`src/rtl/byte_reg_write_sched.sv`:
```
`default_nettype none
// ============================================================================
// byte_reg_write_sched : arbitrates two masked 32-bit word writers and
// serializes each accepted word into ascending-lane single-byte writes.
// Option macro: BYTE_SCHED_FIXED_PRIO_EN (req1 always wins a tie).
// Revision: 1.0
// ============================================================================
module byte_reg_write_sched #(
  parameter int ADDR_WIDTH = 4
) (
  input  logic                  clk,
  input  logic                  rst,
  input  logic                  req0_valid,
  output logic                  req0_ready,
  input  logic [ADDR_WIDTH-1:0] req0_addr,
  input  logic [31:0]           req0_data,
  input  logic [3:0]            req0_mask,
  input  logic                  req1_valid,
  output logic                  req1_ready,
  input  logic [ADDR_WIDTH-1:0] req1_addr,
  input  logic [31:0]           req1_data,
  input  logic [3:0]            req1_mask,
  output logic                  reg_we,
  output logic [ADDR_WIDTH-1:0] reg_addr,
  output logic [1:0]            reg_byte_sel,
  output logic [7:0]            reg_byte_in,
  output logic                  busy,
  output logic                  done,
  output logic                  done_id
);

  typedef enum logic [0:0] {
    ST_IDLE  = 1'b0,
    ST_WRITE = 1'b1
  } state_t;

  state_t          r_state;
  logic [31:0]     r_data;
  logic [3:0]      r_rem;

  logic                  w_grant;
  logic                  w_idle;
  logic                  w_accept;
  logic [ADDR_WIDTH-1:0] w_req_addr;
  logic [31:0]           w_req_data;
  logic [3:0]            w_req_mask;
  logic [3:0]            w_next_rem;

  function automatic logic [1:0] f_low_lane(input logic [3:0] m);
    if (m[0])      return 2'd0;
    else if (m[1]) return 2'd1;
    else if (m[2]) return 2'd2;
    else           return 2'd3;
  endfunction

  function automatic logic [7:0] f_lane_byte(input logic [31:0] d, input logic [1:0] lane);
    case (lane)
      2'd0:    return d[7:0];
      2'd1:    return d[15:8];
      2'd2:    return d[23:16];
      default: return d[31:24];
    endcase
  endfunction

  function automatic logic f_at_most_one(input logic [3:0] m);
    return (m & (m - 4'd1)) == 4'd0;
  endfunction

`ifdef BYTE_SCHED_FIXED_PRIO_EN
  assign w_grant = req1_valid;
`else
  logic r_last_grant;

  // On a tie the requester that did not win last time is granted.
  always_comb begin
    w_grant = req1_valid;
    if (req0_valid && req1_valid) w_grant = ~r_last_grant;
  end

  always_ff @(posedge clk or posedge rst) begin
    if (rst)           r_last_grant <= 1'b1;
    else if (w_accept) r_last_grant <= w_grant;
  end
`endif

  // Ready is masked while rst is high so nothing is offered during reset.
  assign w_idle     = (r_state == ST_IDLE) && !rst;
  assign req0_ready = w_idle && req0_valid && !w_grant;
  assign req1_ready = w_idle && req1_valid && w_grant;
  assign w_accept   = req0_ready || req1_ready;

  assign w_req_addr = w_grant ? req1_addr : req0_addr;
  assign w_req_data = w_grant ? req1_data : req0_data;
  assign w_req_mask = w_grant ? req1_mask : req0_mask;
  assign w_next_rem = r_rem & (r_rem - 4'd1);

  always_ff @(posedge clk or posedge rst) begin
    if (rst) begin
      r_state      <= ST_IDLE;
      r_data       <= '0;
      r_rem        <= '0;
      reg_we       <= 1'b0;
      reg_addr     <= '0;
      reg_byte_sel <= 2'd0;
      reg_byte_in  <= 8'd0;
      busy         <= 1'b0;
      done         <= 1'b0;
      done_id      <= 1'b0;
    end else begin
      case (r_state)
        ST_IDLE: begin
          if (w_accept) begin
            // First byte is prepared here so it is on the port in the first WRITE cycle.
            r_state      <= ST_WRITE;
            r_data       <= w_req_data;
            r_rem        <= w_req_mask;
            reg_addr     <= w_req_addr;
            busy         <= 1'b1;
            reg_we       <= |w_req_mask;
            reg_byte_sel <= f_low_lane(w_req_mask);
            reg_byte_in  <= f_lane_byte(w_req_data, f_low_lane(w_req_mask));
            done         <= f_at_most_one(w_req_mask);
            done_id      <= w_grant;
          end
        end
        ST_WRITE: begin
          if (f_at_most_one(r_rem)) begin
            r_state <= ST_IDLE;
            r_rem   <= '0;
            busy    <= 1'b0;
            reg_we  <= 1'b0;
            done    <= 1'b0;
          end else begin
            r_rem        <= w_next_rem;
            reg_we       <= 1'b1;
            reg_byte_sel <= f_low_lane(w_next_rem);
            reg_byte_in  <= f_lane_byte(r_data, f_low_lane(w_next_rem));
            done         <= f_at_most_one(w_next_rem);
          end
        end
        default: r_state <= ST_IDLE;
      endcase
    end
  end

endmodule
`default_nettype wire

```
`config.mk`:
```
export PLATFORM = sky130hd
export DESIGN_NAME = byte_reg_write_sched
export DESIGN_NICKNAME = d
export VERILOG_FILES = /design/src/rtl/byte_reg_write_sched.sv
export SDC_FILE = /design/constraint.sdc
export NUM_CORES = 1
export LEC_CHECK = 0
export ABC_AREA = 0
export CORE_MARGIN = 2
export CORE_UTILIZATION = 46
export CTS_CLUSTER_DIAMETER = 50
export DETAILED_ROUTE_END_ITERATION = 8
export PLACE_DENSITY = 0.8
export SETUP_SLACK_MARGIN = 0.05
export SLEW_MARGIN = 10
export SYNTH_ARGS = -nofsm -noshare
export SYNTH_HDL_FRONTEND = slang
export SYNTH_SLANG_ARGS = --single-unit
```
`constraint.sdc`:
```
create_clock -name clk -period 2.2 [get_ports clk]
set_input_delay 0.44 -clock clk [delete_from_list [all_inputs] [get_ports clk]]
set_output_delay 0.44 -clock clk [all_outputs]
set_load 0.005 [all_outputs]
```
Yosys cells after proc, flatten, opt, wreduce, memory -nomap -nowiden --
Index checks and enable logic that the tools add are counted.
Cells by class: $add $sub $neg 3, eq/ne operators 7, multiplexer cells 34, bitwise operators 5, reduce and logical (&&, ||, !) cells 18
Operators by type and width (number):
- case mux 8 bit (3 select lines) | 2
- two-way mux 32 bit | 1
- two-way mux 2 bit | 8
- two-way mux 4 bit | 4
- two-way mux 8 bit | 2
- case mux 8 bit (2 select lines) | 1
- AND 4 bit | 3
- zero test 4 bit | 3
- subtractor 4 x 1 -> 4 bit, second input constant | 3
- two-way mux 1 bit | 10
- case mux 1 bit (2 select lines) | 4
- case mux 4 bit (2 select lines) | 1
- logical AND 1 bit | 6
- AND reduction 2 bit | 3
- equality test 2 x 1 -> 1 bit, second input constant | 2
- equality test 2 bit, second input constant | 2
- zero test 2 bit | 2
- != test 2 bit, second input constant | 2
- case mux 2 bit (2 select lines) | 1
- OR reduction 4 bit | 1
- zero test 1 bit | 2
- != test 2 x 1 -> 1 bit, second input constant | 1
- NOT 1 bit | 2
- logical OR 1 bit | 1
Word-level totals: register bits 56, input port bits 84, output and inout port bits 20

Logic depth before layout (Yosys ltp) --
Gate-level depths: netlist of the first run.
depth after elaboration 12, gate-level depth with buffers 7, mapped depth without buffers 5

Least setup slack after synthesis of the first run --
Ideal clock, no wire load.
path type input -> register, start input req0_mask[1], end register reg_byte_in[4], arrival time 1.539 ns, data required time 2.074 ns, setup slack 0.535 ns, stages 5, buffers on the path 0, path through or3_4 -> or2_4 -> o22ai_1 -> nor4_1 -> a311o_1
On the way: word-level cells in the longest chain between the ends 9, elaborated cells on any way between the ends 11, classes of those cells eq/ne: 2; mux: 8; reduce/logical: 1
Ends and longest elaborated chain:
- from (decl) | RTL line 17 | input logic [3:0] req0_mask,
- two-way mux 4 bit * | RTL line 94 | assign w_req_mask = w_grant ? req1_mask : req0_mask;
- two-way mux 2 bit * | RTL line 51 | else if (m[1]) return 2'd1;
- two-way mux 2 bit * | RTL line 50 | if (m[0]) return 2'd0;
- two-way mux 2 bit * | RTL line 112 | if (w_accept) begin
- two-way mux 2 bit * | RTL line 110 | case (r_state)
- equality test 2 bit, or another cell as far along | RTL line 57 | case (lane)
- case mux 8 bit (3 select lines) * | RTL line 57
- two-way mux 8 bit * | RTL line 112
- case mux 8 bit (2 select lines) * | RTL line 110
- to (signal assigned) | RTL line 121 | reg_byte_in <= f_lane_byte(w_req_data, f_low_lane(w_req_mask));
- to (signal assigned) | RTL line 137 | reg_byte_in <= f_lane_byte(r_data, f_low_lane(w_next_rem));
- to (decl) | RTL line 26 | output logic [7:0] reg_byte_in,
Mark *: on every way between the ends. The rest lies on a longest branch, timed or not. The select of a mux whose other input is x is not followed. A chain may end at the register's enable or synchronous reset.

Final worst setup path of the first run --
start input req0_valid, end register reg_byte_in[0]
On the way: word-level cells in the longest chain between the ends 12, elaborated cells on any way between the ends 22, classes of those cells eq/ne: 3; mux: 11; reduce/logical: 8
Ends and longest elaborated chain:
- from (decl) | RTL line 13 | input logic req0_valid,
- logical AND 1 bit | RTL line 77 | if (req0_valid && req1_valid) w_grant = ~r_last_grant;
- two-way mux 1 bit | RTL line 77
- two-way mux 4 bit | RTL line 94
- two-way mux 1 bit | RTL line 52 | else if (m[2]) return 2'd2;
- two-way mux 2 bit | RTL line 51
- two-way mux 2 bit | RTL line 50
- two-way mux 2 bit | RTL line 112
- two-way mux 2 bit | RTL line 110
- equality test 2 bit, or another cell as far along | RTL line 57
- case mux 8 bit (3 select lines) | RTL line 57
- two-way mux 8 bit | RTL line 112
- case mux 8 bit (2 select lines) | RTL line 110
Parallel ways exist; a longest one is shown, timed or not. The select of a mux whose other input is x is not followed.

==> results.json, run 1 <==
{
  "status": "finished clean",
  "grt_pass1_wl_mm": 16.1,
  "syn_inst": 413,
  "cts_made_buffers": 5,
  "root_buffer": "clkbuf_8",
  "area_delta_synth_final_pct": 43.6,
  "critPathMaxFanout": 34,
  "reg2reg_to": "reg_byte_in[2]",
  "hp-start": "reg_byte_sel[0]",
  "synth_top_area_cell": "dfrtp_1",
  "power_density_mw_per_mm2": 805,
  "fin_crit_ns": 2.01,
  "cts_tree": "built",
  "regToRegSetupSlack_ns": 0.31,
  "antenna_found_initial": 0,
  "yosysUniqueCellTypes": 53,
  "worst-path-stages": 8,
  "timing.fmax_mhz": 497,
  "synth.most_common_cell": "nand2_1",
  "r2r-start": "r_rem[2]",
  "die_area_mm2": 0.00762,
  "hold_class": "flip-flop to flip-flop",
  "avgSynthCellArea_um2": 7.73,
  "fp.dieH_um": 87.3,
  "syn-num-nets": 497,
  "clock_latency_ns": 0.30,
  "die_w_um": 87.3,
  "clockBufferDepth": 2,
  "htreeDepth": 2,
  "initial_core_util_pct": 47.2,
  "fin_nets": 612,
  "leakagePower_nw": 1.89,
  "hold_end": "reg_byte_sel[0]",
  "worst_pin_slew_ns": 0.537,
  "postCtsSetupBuffers": 0,
  "drv_slew": 0,
  "nFillCells": 548,
  "grt.overflow.total": 0,
  "setup.worst_path.class": "input pin to flip-flop",
  "async_reset_ff_share_pct": 100,
  "drtPass1Iterations": 7,
  "crit_path_start_kind": "input pin",
  "synth.area.top_cells": "dfrtp_1 (37%), nand2_1 (9.2%), a31oi_1 (5.9%), nor2_1 (5.8%), o21ai_0 (4.9%)",
  "relSlewSlack_pct": 64.2,
  "path_common_cell": "buf_4",
  "cp.required_ns": 2.39,
  "dp_hpwl_mm": 7.72,
  "numPortBuffers": 103,
  "hold-worst-slack_ns": 0.482,
  "crit_arrival_ns": 2.20,
  "grt_pass1_vias": 3313,
  "crit_chain": "clkdlybuf4s50_1 > buf_4 > a21boi_4 > buf_4 > o311ai_0 > buf_4 > nand4_1 > o21ai_0",
  "drc_errors": 0,
  "drt_wl_total_mm": 10.1,
  "place_congestion": 0.950,
  "fp.coreArea_mm2": 0.00676,
  "ios": 104,
  "synthFlopType": "dfrtp_1",
  "avgViaCountPerCell": 5.95,
  "whs_path_depth": 2,
  "synth.cell_area_mm2": 0.00319,
  "netlist.area_leader.share_pct": 36.8,
  "wl_per_cell_um": 16.6,
  "synthTopCellsByCount": "nand2_1 (78), nor2_1 (49), dfrtp_1 (47)",
  "rsz0062_at_grt": "no",
  "antenna_left": 0,
  "layout-drive-gt1-share_pct": 11.6,
  "synth_edf_count": 0,
  "report.final.setup_viol": 0,
  "ys_ff_latch": 48,
  "cp_top_family": "buffers and inverters",
  "clk_pin_slew_ns": 0.08,
  "vdd_ir_drop_max_uv": 322,
  "tns_ns": 0,
  "slowest_delay_ns": 0.42,
  "via_count": 3619,
  "skew_ns": 0.00424,
  "grt_max_degree": 47,
  "row_count": 30,
  "hold_viol_final": 0,
  "grt_use_total_pct": 26.7,
  "p_total_w": 0.00369,
  "drt-initial-drc-count": 352,
  "worstRegToRegCells": 5,
  "n_antenna_cell": 0,
  "cts.sinks": 48,
  "crit_buf_inv": 4,
  "cp_slowest_cell": "clkdlybuf4s50_1",
  "fin_crit_sh_pct": 91.4,
  "endpoint_kind": "flip-flop",
  "hold_buffers": 0,
  "cap_violations": 0,
  "yosysWarnings": 0,
  "ys_seq_area_share_pct": 37.7
}
[through the flow]
stage | cells | instance area, µm² | util [%] | setup WS, ns
after floorplan | 413 | 3190 | - | 0.535
after global placement | 601 | 4500 | 66.6 | -0.0410
after detailed placement | 601 | 4500 | 66.6 | -0.0789
after CTS | 608 | 4580 | 67.8 | 0.0126
after global routing | 608 | 4580 | 67.9 | 0.117
final | 608 | 4580 | 67.9 | 0.189
[logic make-up after synthesis]
logic type	synth area share, %
muxes	3.53
xor gates and xnor gates	0.549
DFF	37.7
adders and majority gates	0.941
buffers and inverters	6.90
AOI/OAI and AO/OA	28.9
and+or+nand+nor	21.5
[state kept, by name, summed over array words and instances (netlist names)]
register	cells
busy	1
done	1
done_id	1
r_data	24
r_last_grant	1
r_rem	4
r_state	1
reg_addr	4
reg_byte_in	8
reg_byte_sel	2
reg_we	1
[power breakdown]
group | total (W) | switching (W) | internal, W
clock network | 0.000504 | 0.000287 | 0.000217
registers | 0.00151 | 0.000297 | 0.00121
logic | 0.00168 | 0.000772 | 0.000908
[per-layer routing]
layer	vias to the layer above	track usage (%)	routed length, µm
met5	-	0	0
met4	0	6.71	207
met3	28	4.93	851
met2	188	41.9	4690
met1	1685	38.0	4340
li1	1718	-	-
[worst min-delay path: cells and delay by family, from the launching register on]
kind	cells	cell delay, ns
flops	1	0.35
compound gates	1	0.06
simple gates	1	0.04
[final cells by class]
type / count / area (µm²) / share of cell area (%)
multi-input cells: 315 / 1790 / 39.1
repair buffers: 143 / 1360 / 29.6
flip-flops and latches: 48 / 1200 / 26.2
well taps: 80 / 100 / 2.18
clock buffers: 6 / 72.6 / 1.58
inverters: 15 / 56.3 / 1.23
clock inverters: 1 / 5.00 / 0.109
[placed cells by master (no fill, tap or decap), drive strengths merged, types with 3 or more instances in the layout]
cell type / synthesis / routed
nor2: 49 / 49
a21oi: 20 / 20
o21ai: 32 / 32
nor2b: 7 / 7
nand2b: 3 / 3
buf: 20 / 40
o22ai: 11 / 11
a31oi: 30 / 30
nand2: 78 / 78
a211oi: 9 / 9
inv: 14 / 14
nor3: 5 / 5
nor3b: 4 / 4
clkbuf: 15 / 6
mux2i: 9 / 9
a311o: 3 / 3
a221oi: 4 / 4
o32ai: 3 / 3
dfrtp: 47 / 47
maj3: 3 / 3
clkdlybuf4s50: 0 / 101
o31ai: 3 / 3
nand3: 4 / 4
o221ai: 4 / 4
[how the worst max path moves through the flow]
stage,startpoint,to,slack [ns]
after global routing,req0_valid,reg_byte_in[0],0.12
final,req0_valid,reg_byte_in[0],0.19
after floorplan,req0_mask[1],reg_byte_in[4],0.54
after detailed placement,req0_valid,reg_byte_in[1],-0.08
after global placement,req0_valid,reg_byte_in[0],-0.04
after CTS,req1_valid,req1_ready,0.01
[what timing repair did]
| action | in CTS | in global routing |
|---|---|---|
| pin swaps | 0 | 0 |
| setup endpoints to repair | 2 | 1 |
| gates resized for setup | 3 | 1 |
(Power assumes the default switching activity.)
==> run 2, diff against run 1 <==
--- a/config.mk
+++ b/config.mk
@@ -11,6 +11,7 @@
 export CTS_CLUSTER_DIAMETER = 50
 export DETAILED_ROUTE_END_ITERATION = 8
 export PLACE_DENSITY = 0.8
+export REMOVE_ABC_BUFFERS = 1
 export SETUP_SLACK_MARGIN = 0.05
 export SLEW_MARGIN = 10
 export SYNTH_ARGS = -nofsm -noshare
==> results.json, run 2 (synthesis gave the netlist of run 1 again) <==
{
  "relSlewSlack_pct": 55.3,
  "layout-drive-gt1-share_pct": 10.3,
  "root_buffer": "clkbuf_8",
  "cts_tree": "built",
  "dp_hpwl_mm": 7.66,
  "p_total_w": 0.00373,
  "via_count": 3595,
  "clock_latency_ns": 0.31,
  "power_density_mw_per_mm2": 811,
  "largest_reg_flops": 24,
  "report.final.setup_viol": 0,
  "drc_errors": 0,
  "most-common-layout-cells": "clkdlybuf4s50_1 (101), nand2_1 (78), nor2_1 (49)",
  "rsz0062_at_grt": "no",
  "fin_crit_ns": 2.03,
  "cap_violations": 0,
  "die_area_mm2": 0.00762,
  "p_int_w": 0.00235,
  "drv_slew": 0,
  "fin_crit_sh_pct": 92.3,
  "clockPowerShare_pct": 14.2,
  "regMostFlops": "r_data",
  "clk_pin_slew_ns": 0.09,
  "fp.coreArea_mm2": 0.00676,
  "timing.fmax_mhz": 493,
  "setup.worst_path.class": "input pin to flip-flop",
  "drt_wl_total_mm": 10.4,
  "hold_viol_final": 0,
  "cp.required_ns": 2.42,
  "tns_ns": 0,
  "critPathMaxFanout": 20,
  "vdd_ir_drop_max_uv": 376,
  "hold_class": "flip-flop to flip-flop",
  "fp.dieH_um": 87.3,
  "htreeDepth": 2,
  "n_antenna_cell": 0,
  "leakagePower_nw": 1.88,
  "endpoint_kind": "flip-flop",
  "cts_made_buffers": 5,
  "avgViaCountPerCell": 5.96,
  "antenna_found_initial": 0,
  "die_w_um": 87.3,
  "combPwrFrac_pct": 45.5,
  "grt_pass1_wl_mm": 16.5,
  "numPortBuffers": 103,
  "drtPass1Iterations": 6,
  "grt_max_degree": 47,
  "final_common_cell": "clkdlybuf4s50_1",
  "grt_pass1_vias": 3405,
  "area_delta_synth_final_pct": 44.1,
  "antenna_left": 0,
  "row_count": 30,
  "drt-initial-drc-count": 332,
  "hold_buffers": 0,
  "ios": 104,
  "power_frac_seq_pct": 40.3,
  "skew_ns": 0.0142,
  "grt.overflow.total": 0,
  "clockBufferDepth": 2,
  "worst_pin_slew_ns": 0.664,
  "fin_nets": 606,
  "final_area_mm2": 0.00460,
  "crit_path_start_kind": "input pin",
  "place_area_mm2": 0.00451,
  "wl_per_cell_um": 17.2,
  "status": "finished clean",
  "initial_core_util_pct": 47.2,
  "cts.sinks": 48,
  "crit_arrival_ns": 2.25,
  "grt_use_total_pct": 27.6,
  "switching_share_pct": 37.1,
  "power.switching_w": 0.00138,
  "place_congestion": 0.922,
  "reg_top3": "r_data (24), reg_byte_in (8)",
  "utilization_pct": 68.1
}
## run 2: stage by stage
step	cells	setup slack, ns	hold slack (ns)
after floorplan	378	-0.640	0.450
after global placement	594	-0.0192	0.461
after detailed placement	594	-0.127	0.481
after CTS	603	0.184	0.502
after global routing	603	0.0634	0.530
final	603	0.170	0.499
## run 2: worst paths after layout
kind,startpoint,depth (start not counted),endpoint,slack [ns]
worst max-delay path,req0_valid,8,reg_byte_in[1],0.17
worst min-delay path,r_data[12],2,r_data[12],0.50
worst max register to register,r_rem[2],4,reg_byte_in[5],0.24
worst min register to register,r_data[12],2,r_data[12],0.50
max in group asynchronous,rst,4,r_data[22],1.22
min in group asynchronous,rst,3,done_id,0.52
## run 2: worst max-delay path, cell delays in order
cell             delay (ns)
clkdlybuf4s50_1        0.42
buf_4                  0.16
a21boi_4               0.20
buf_12                 0.18
nor2_1                 0.06
a21oi_2                0.21
mux2_2                 0.38
o21ai_0                0.19
## run 2: repair_timing
item                       CTS  global route
setup endpoints to repair    2             0
buffers inserted             1             0
resized for setup            3             0
## run 2: area by class of cell
type                       count  area (µm²)
fill                         577        2160
clock buffer                   7        76.3
timing repair buffer         137        1370
sequential                    48        1200
inverter                      15        56.3
multi-input combinational    315        1790
tap                           80         100
clock inverter                 1        5.00
## run 2: routing by layer
layer | track usage, % | vias up | part of all wire (%)
met1 | 36.9 | 1674 | 41
li1 | - | 1706 | -
met4 | 8.25 | 0 | 2.0
met3 | 5.88 | 23 | 7.6
met2 | 44.8 | 192 | 49
met5 | 0 | - | 0
## run 2: power by group through the flow
stage	logic, W	clock network [W]	registers, W
2_1_floorplan	0.000810	0	0.00145
3_3_place_gp	0.00163	0	0.00150
3_5_place_dp	0.00168	0	0.00151
4_1_cts	0.00169	0.000535	0.00149
5_1_grt	0.00186	0.000574	0.00154
6_report	0.00170	0.000531	0.00150
